**config.mk**
```make
export PLATFORM = sky130hd
export DESIGN_NAME = led_pattern_sequencer_flat
export DESIGN_NICKNAME = d
export VERILOG_FILES = /design/src/rtl/led_pattern_sequencer_if.sv /design/src/rtl/led_pattern_sequencer.sv /design/src/flat_wrapper.sv
export SDC_FILE = /design/constraint.sdc
export NUM_CORES = 1
export LEC_CHECK = 0
export BUFFER_PORTS_ARGS = -buffer_cell sky130_fd_sc_hd__buf_2
export CORE_ASPECT_RATIO = 1.5
export CORE_MARGIN = 4
export CORE_UTILIZATION = 25
export DETAILED_ROUTE_END_ITERATION = 8
export RECOVER_POWER = 25
export SKIP_CTS_REPAIR_TIMING = 1
export SLEW_MARGIN = 20
export SYNTH_ARGS = -nofsm -noshare
export SYNTH_HDL_FRONTEND = slang
export SYNTH_SLANG_ARGS = --single-unit
```
**constraint.sdc**
```tcl
create_clock -name clk -period 4.4 [get_ports clk]
set_input_delay 0.22 -clock clk [delete_from_list [all_inputs] [get_ports clk]]
set_output_delay 0.22 -clock clk [all_outputs]
set_load 0.03 [all_outputs]
```
**src/rtl/led_pattern_sequencer_if.sv**
```systemverilog
// Control and status bundle for the LED pattern sequencer.
// The master drives the run requests; the slave drives the LED and status outputs.
interface led_pattern_sequencer_if;
  logic       start;
  logic       hold;
  logic [1:0] mode;
  logic [7:0] LED8;
  logic       busy;
  logic       done;

  modport master (output start, output hold, output mode,
                  input LED8, input busy, input done);
  modport slave  (input start, input hold, input mode,
                  output LED8, output busy, output done);
endinterface

```
**src/rtl/led_pattern_sequencer.sv**
```systemverilog
// LED pattern sequencer: steps one of four patterns every DIV clocks, REPEAT cycles per run.
// Supports pause via hold, a one-cycle done pulse, and a synchronous active-low reset.
module led_pattern_sequencer #(
  parameter int DIV    = 4,
  parameter int REPEAT = 2
) (
  input  logic                      clk,
  input  logic                      reset,
  led_pattern_sequencer_if.slave    io_bus
);

  typedef enum logic [1:0] {S_IDLE, S_RUN, S_PAUSE} state_t;

  localparam logic [15:0] DIV_M1 = 16'(DIV - 1);
  localparam logic [16:0] REP_L  = 17'(REPEAT);

  state_t      r_state, w_state_next;
  logic [15:0] r_presc, w_presc_next;
  logic [15:0] r_rep, w_rep_next;
  logic [7:0]  r_led, w_led_next;
  logic        r_busy, w_busy_next;
  logic        r_done, w_done_next;
  logic [1:0]  r_mode, w_mode_next;
  logic        r_dir_left, w_dir_left_next;

  logic        w_tick;
  logic [7:0]  w_step_led;
  logic        w_step_dir_left;
  logic        w_cycle_end;
  logic        w_last;

  function automatic logic [7:0] init_pat(input logic [1:0] md);
    case (md)
      2'd1:    return 8'h80;
      2'd3:    return 8'h00;
      default: return 8'h01;
    endcase
  endfunction

  assign w_tick = (r_state == S_RUN) && !io_bus.hold && (r_presc == DIV_M1);

  // Ping-pong direction flips only when the lit bit sits at either end.
  always_comb begin
    w_step_dir_left = r_dir_left;
    w_step_led      = r_led;
    case (r_mode)
      2'd0: w_step_led = {r_led[6:0], r_led[7]};
      2'd1: w_step_led = {r_led[0], r_led[7:1]};
      2'd2: begin
        if (r_led == 8'h80)      w_step_dir_left = 1'b0;
        else if (r_led == 8'h01) w_step_dir_left = 1'b1;
        w_step_led = w_step_dir_left ? {r_led[6:0], 1'b0} : {1'b0, r_led[7:1]};
      end
      default: w_step_led = r_led + 8'd1;
    endcase
  end

  assign w_cycle_end = (w_step_led == init_pat(r_mode));
  assign w_last      = w_cycle_end && (REP_L != 17'd0) && (({1'b0, r_rep} + 17'd1) == REP_L);

  always_ff @(posedge clk) begin
    if (!reset) r_state <= S_IDLE;
    else        r_state <= w_state_next;
  end

  always_comb begin
    w_state_next = r_state;
    case (r_state)
      S_IDLE:  if (io_bus.start) w_state_next = S_RUN;
      S_RUN: begin
        if (io_bus.hold)          w_state_next = S_PAUSE;
        else if (w_tick && w_last) w_state_next = S_IDLE;
      end
      S_PAUSE: if (!io_bus.hold) w_state_next = S_RUN;
      default: w_state_next = S_IDLE;
    endcase
  end

  always_comb begin
    w_presc_next    = r_presc;
    w_rep_next      = r_rep;
    w_led_next      = r_led;
    w_busy_next     = r_busy;
    w_done_next     = 1'b0;
    w_mode_next     = r_mode;
    w_dir_left_next = r_dir_left;
    case (r_state)
      S_IDLE: begin
        w_led_next  = 8'h00;
        w_busy_next = 1'b0;
        if (io_bus.start) begin
          w_mode_next     = io_bus.mode;
          w_led_next      = init_pat(io_bus.mode);
          w_busy_next     = 1'b1;
          w_presc_next    = 16'd0;
          w_rep_next      = 16'd0;
          w_dir_left_next = 1'b1;
        end
      end
      S_RUN: begin
        if (!io_bus.hold) begin
          if (w_tick) begin
            w_presc_next    = 16'd0;
            w_led_next      = w_step_led;
            w_dir_left_next = w_step_dir_left;
            if (w_cycle_end && (r_rep != 16'hFFFF)) w_rep_next = r_rep + 16'd1;
            if (w_last) begin
              w_led_next  = 8'h00;
              w_busy_next = 1'b0;
              w_done_next = 1'b1;
            end
          end else begin
            w_presc_next = r_presc + 16'd1;
          end
        end
      end
      default: ;
    endcase
  end

  always_ff @(posedge clk) begin
    if (!reset) begin
      r_presc    <= 16'd0;
      r_rep      <= 16'd0;
      r_led      <= 8'h00;
      r_busy     <= 1'b0;
      r_done     <= 1'b0;
      r_mode     <= 2'd0;
      r_dir_left <= 1'b1;
    end else begin
      r_presc    <= w_presc_next;
      r_rep      <= w_rep_next;
      r_led      <= w_led_next;
      r_busy     <= w_busy_next;
      r_done     <= w_done_next;
      r_mode     <= w_mode_next;
      r_dir_left <= w_dir_left_next;
    end
  end

  assign io_bus.LED8 = r_led;
  assign io_bus.busy = r_busy;
  assign io_bus.done = r_done;

endmodule

```
**src/flat_wrapper.sv**
```systemverilog
// flat-port wrapper written by rule: the top's interface ports become plain ports
module led_pattern_sequencer_flat 
#(
  parameter int DIV    = 4,
  parameter int REPEAT = 2
)
  (clk, reset, io_bus_start, io_bus_hold, io_bus_mode, io_bus_LED8, io_bus_busy, io_bus_done);
  led_pattern_sequencer_if io_bus_i ();
  input  logic clk;
  input  logic reset;
  input wire logic [$bits(io_bus_i.start)-1:0] io_bus_start;
  input wire logic [$bits(io_bus_i.hold)-1:0] io_bus_hold;
  input wire logic [$bits(io_bus_i.mode)-1:0] io_bus_mode;
  output wire logic [$bits(io_bus_i.LED8)-1:0] io_bus_LED8;
  output wire logic [$bits(io_bus_i.busy)-1:0] io_bus_busy;
  output wire logic [$bits(io_bus_i.done)-1:0] io_bus_done;
  assign io_bus_i.start = io_bus_start;
  assign io_bus_i.hold = io_bus_hold;
  assign io_bus_i.mode = io_bus_mode;
  assign io_bus_LED8 = io_bus_i.LED8;
  assign io_bus_busy = io_bus_i.busy;
  assign io_bus_done = io_bus_i.done;
  led_pattern_sequencer #(.DIV(DIV), .REPEAT(REPEAT)) u_core (.clk(clk), .reset(reset), .io_bus(io_bus_i));
endmodule
```
==> reports/results.ini <==
[status]
status=finished clean

[setup_path]
start_kind=register
end_kind=register
worst_ep_required_time_ns=4.59
reg2reg_depth=7
path_class=register to register
crit_fanout=27
critPathArrivalTime_ns=3.63

[clocking]
clk_pin_slew_ns=0.07
cts_buffers=5
cts_tree=yes
cts-root-buf=clkbuf_16
clk_path_buf_depth=2
clock-sinks=47
clk_latency_ns=0.29
htree_levels=2

[logic_synthesis]
syn_avg_cell_area_sq_um=8.08
synthArstFlopShare_pct=0
synth_area_leaders=dfxtp_1 (30%), nor2_1 (4.9%), a311oi_1 (4.2%), a21oi_1 (4.1%), xor2_1 (3.9%)
syn_area_sq_um=3150
synthCells=390
yosysTopAreaCellShare_pct=29.8
synth.net_count=402
yosysTopAreaCell=dfxtp_1
ys.flop_type=dfxtp_1
synth_seq_cells=47
synth_edf_count=0
synth.distinct_cells=56
yosys_warnings=0
synth-seq-area-share_pct=29.8

[floorplan]
initial_utilization_pct=25.3
die_y_um=146
rows=50
die_area_sq_um=14500
coreArea_sq_um=12400
pin_count=16
die_w_um=99.7

[layout]
area_delta_synth_final_pct=8.29
most-common-layout-cells=dfxtp_1 (47), nor2_1 (41), nand2_1 (27)
drive_above_1_share_pct=8.38
antenna_cells=0
final_common_cell=dfxtp_1
stdcell_count=538
layout.nets=393

[sta]
max_freq_mhz=291
min_period_over_period_pct=78.1
max_slew_margin_pct=37.4
setup_tns_ns=0
fin_skew_ns=0.00686
rsz0062_at_grt=no
fin_crit_ns=3.44
setup_viol=0
drv_slew=0
tightestPinTransition_ns=0.937
final-hold-violation-count=0

[route]
vias=2920
drt_pass1_iterations=4
ant_nets=0
wl_per_cell_um=15.3
drc=0
routed_via_density=5.43
wl_mm=8.24
drtIter0Drc=174

[placed_design]
numPlacedInstances=530
hpwl_mm=5.95
portBuffers=15
gp_congestion=0.884

[global_route]
grt_overflow=0
grt_first_pass_wirelength_mm=13.8
grt_util_all_layers_pct=11.5
grt_max_degree=28
grt_pass1_vias=2815
antenna_found_initial=0

[pwr]
intPower_w=0.000706
switching_share_pct=27.3
pwr-share-clk_pct=40.8
p_seq_share_pct=46.3
power_frac_comb_pct=12.9
vdd_drop_max_mv=0.155
p_per_area_nw_per_um2=284
p_switching_w=0.000265
finalPower_w=0.000971
p_leak_nw=1.11

[worst_hold_path]
worst_hold_path_type=primary input to register
whs_path_depth=3

[run]
cap_violations=0

cell type report:
class | count | area (sq um)
Inverter | 8 | 30.0
Clock inverter | 1 | 8.76
Sequential cell | 47 | 941
Tap cell | 156 | 195
Timing Repair Buffer | 19 | 92.6
Clock buffer | 7 | 143
Multi-Input combinational cell | 300 | 2000
Fill cell | 1306 | 9030
synth_stat cells (all sizes together) (5+ instances only):
cell type and number:
nor2b 8, a41oi 6, nand2 27, nand3 15
inv 7, mux2i 7, nand4 11, xor2 14
nor2 41, nor3 8, ha 6, a31oi 9
clkbuf 23, nor4 11, buf 12, o21ai 14
a21oi 26, dfxtp 47, a2bb2oi 5, a311oi 15
xnor2 6, a21o 5
routing by layer:
metal | GRT usage, % | part of all wire [%]
met1 | 12.8 | 41
met2 | 20.6 | 52
met3 | 1.82 | 3.4
met4 | 5.88 | 3.6
met5 | 0 | 0
path summary, 6_finish.rpt:
| kind | slack, ns | start | end |
|---|---|---|---|
| worst max-delay path | 0.96 | u_core.r_mode[0] | u_core.r_rep[14] |
| worst min register to register | 0.48 | u_core.r_presc[1] | u_core.r_presc[1] |
| worst min-delay path | 0.19 | io_bus_hold | u_core.r_state[1] |
| worst max register to register | 0.96 | u_core.r_mode[0] | u_core.r_rep[14] |
flip-flops by register name (all words and copies together) (netlist names):
signal              flops
u_core.io_bus.busy      1
u_core.r_dir_left       1
u_core.r_rep           16
u_core.r_state          2
u_core.r_mode           2
u_core.r_presc         16
u_core.io_bus.done      1
u_core.io_bus.LED8      8
worst max-delay path, cell delays in order, from the launching register on:
cell	delay, ns
dfxtp_1	0.93
mux4_2	0.67
a31oi_1	0.27
nand4bb_2	0.19
nor4_4	0.54
buf_4	0.33
a41oi_1	0.14
a311oi_1	0.26
through the flow:
step           hold slack [ns]  utilization [%]  instance area, sq um  worst slack (ns)
2_1_floorplan            0.336                -                  3150              1.22
3_5_place_dp             0.473             26.3                  3280              1.00
4_1_cts                  0.182             27.5                  3430             0.967
5_1_grt                  0.190             27.4                  3410             0.646
3_3_place_gp             0.462             26.3                  3280              1.06
6_report                 0.188             27.4                  3410             0.962
kinds of logic (layout without fill, tap and decap cells):
| family | after synthesis | after routing | synth area share, % |
|---|---|---|---|
| AO/OA/AOI/OAI | 112 | 112 | 25.6 |
| XOR/XNOR | 20 | 20 | 5.56 |
| adder cells (fa/ha/maj) | 6 | 6 | 2.38 |
| buffers and inverters | 43 | 35 | 6.59 |
| flip-flops | 47 | 47 | 29.8 |
| multiplexers | 11 | 11 | 4.37 |
| AND/OR/NAND/NOR | 151 | 151 | 25.7 |
power by group through the flow:
stage          registers [W]  logic, W  clock network (W)
5_1_grt             0.000452  0.000138           0.000423
2_1_floorplan       0.000451  0.000104                  0
3_5_place_dp        0.000459  0.000126                  0
4_1_cts             0.000449  0.000126           0.000408
3_3_place_gp        0.000459  0.000124                  0
6_report            0.000450  0.000125           0.000396
(Power assumes the default switching activity.)
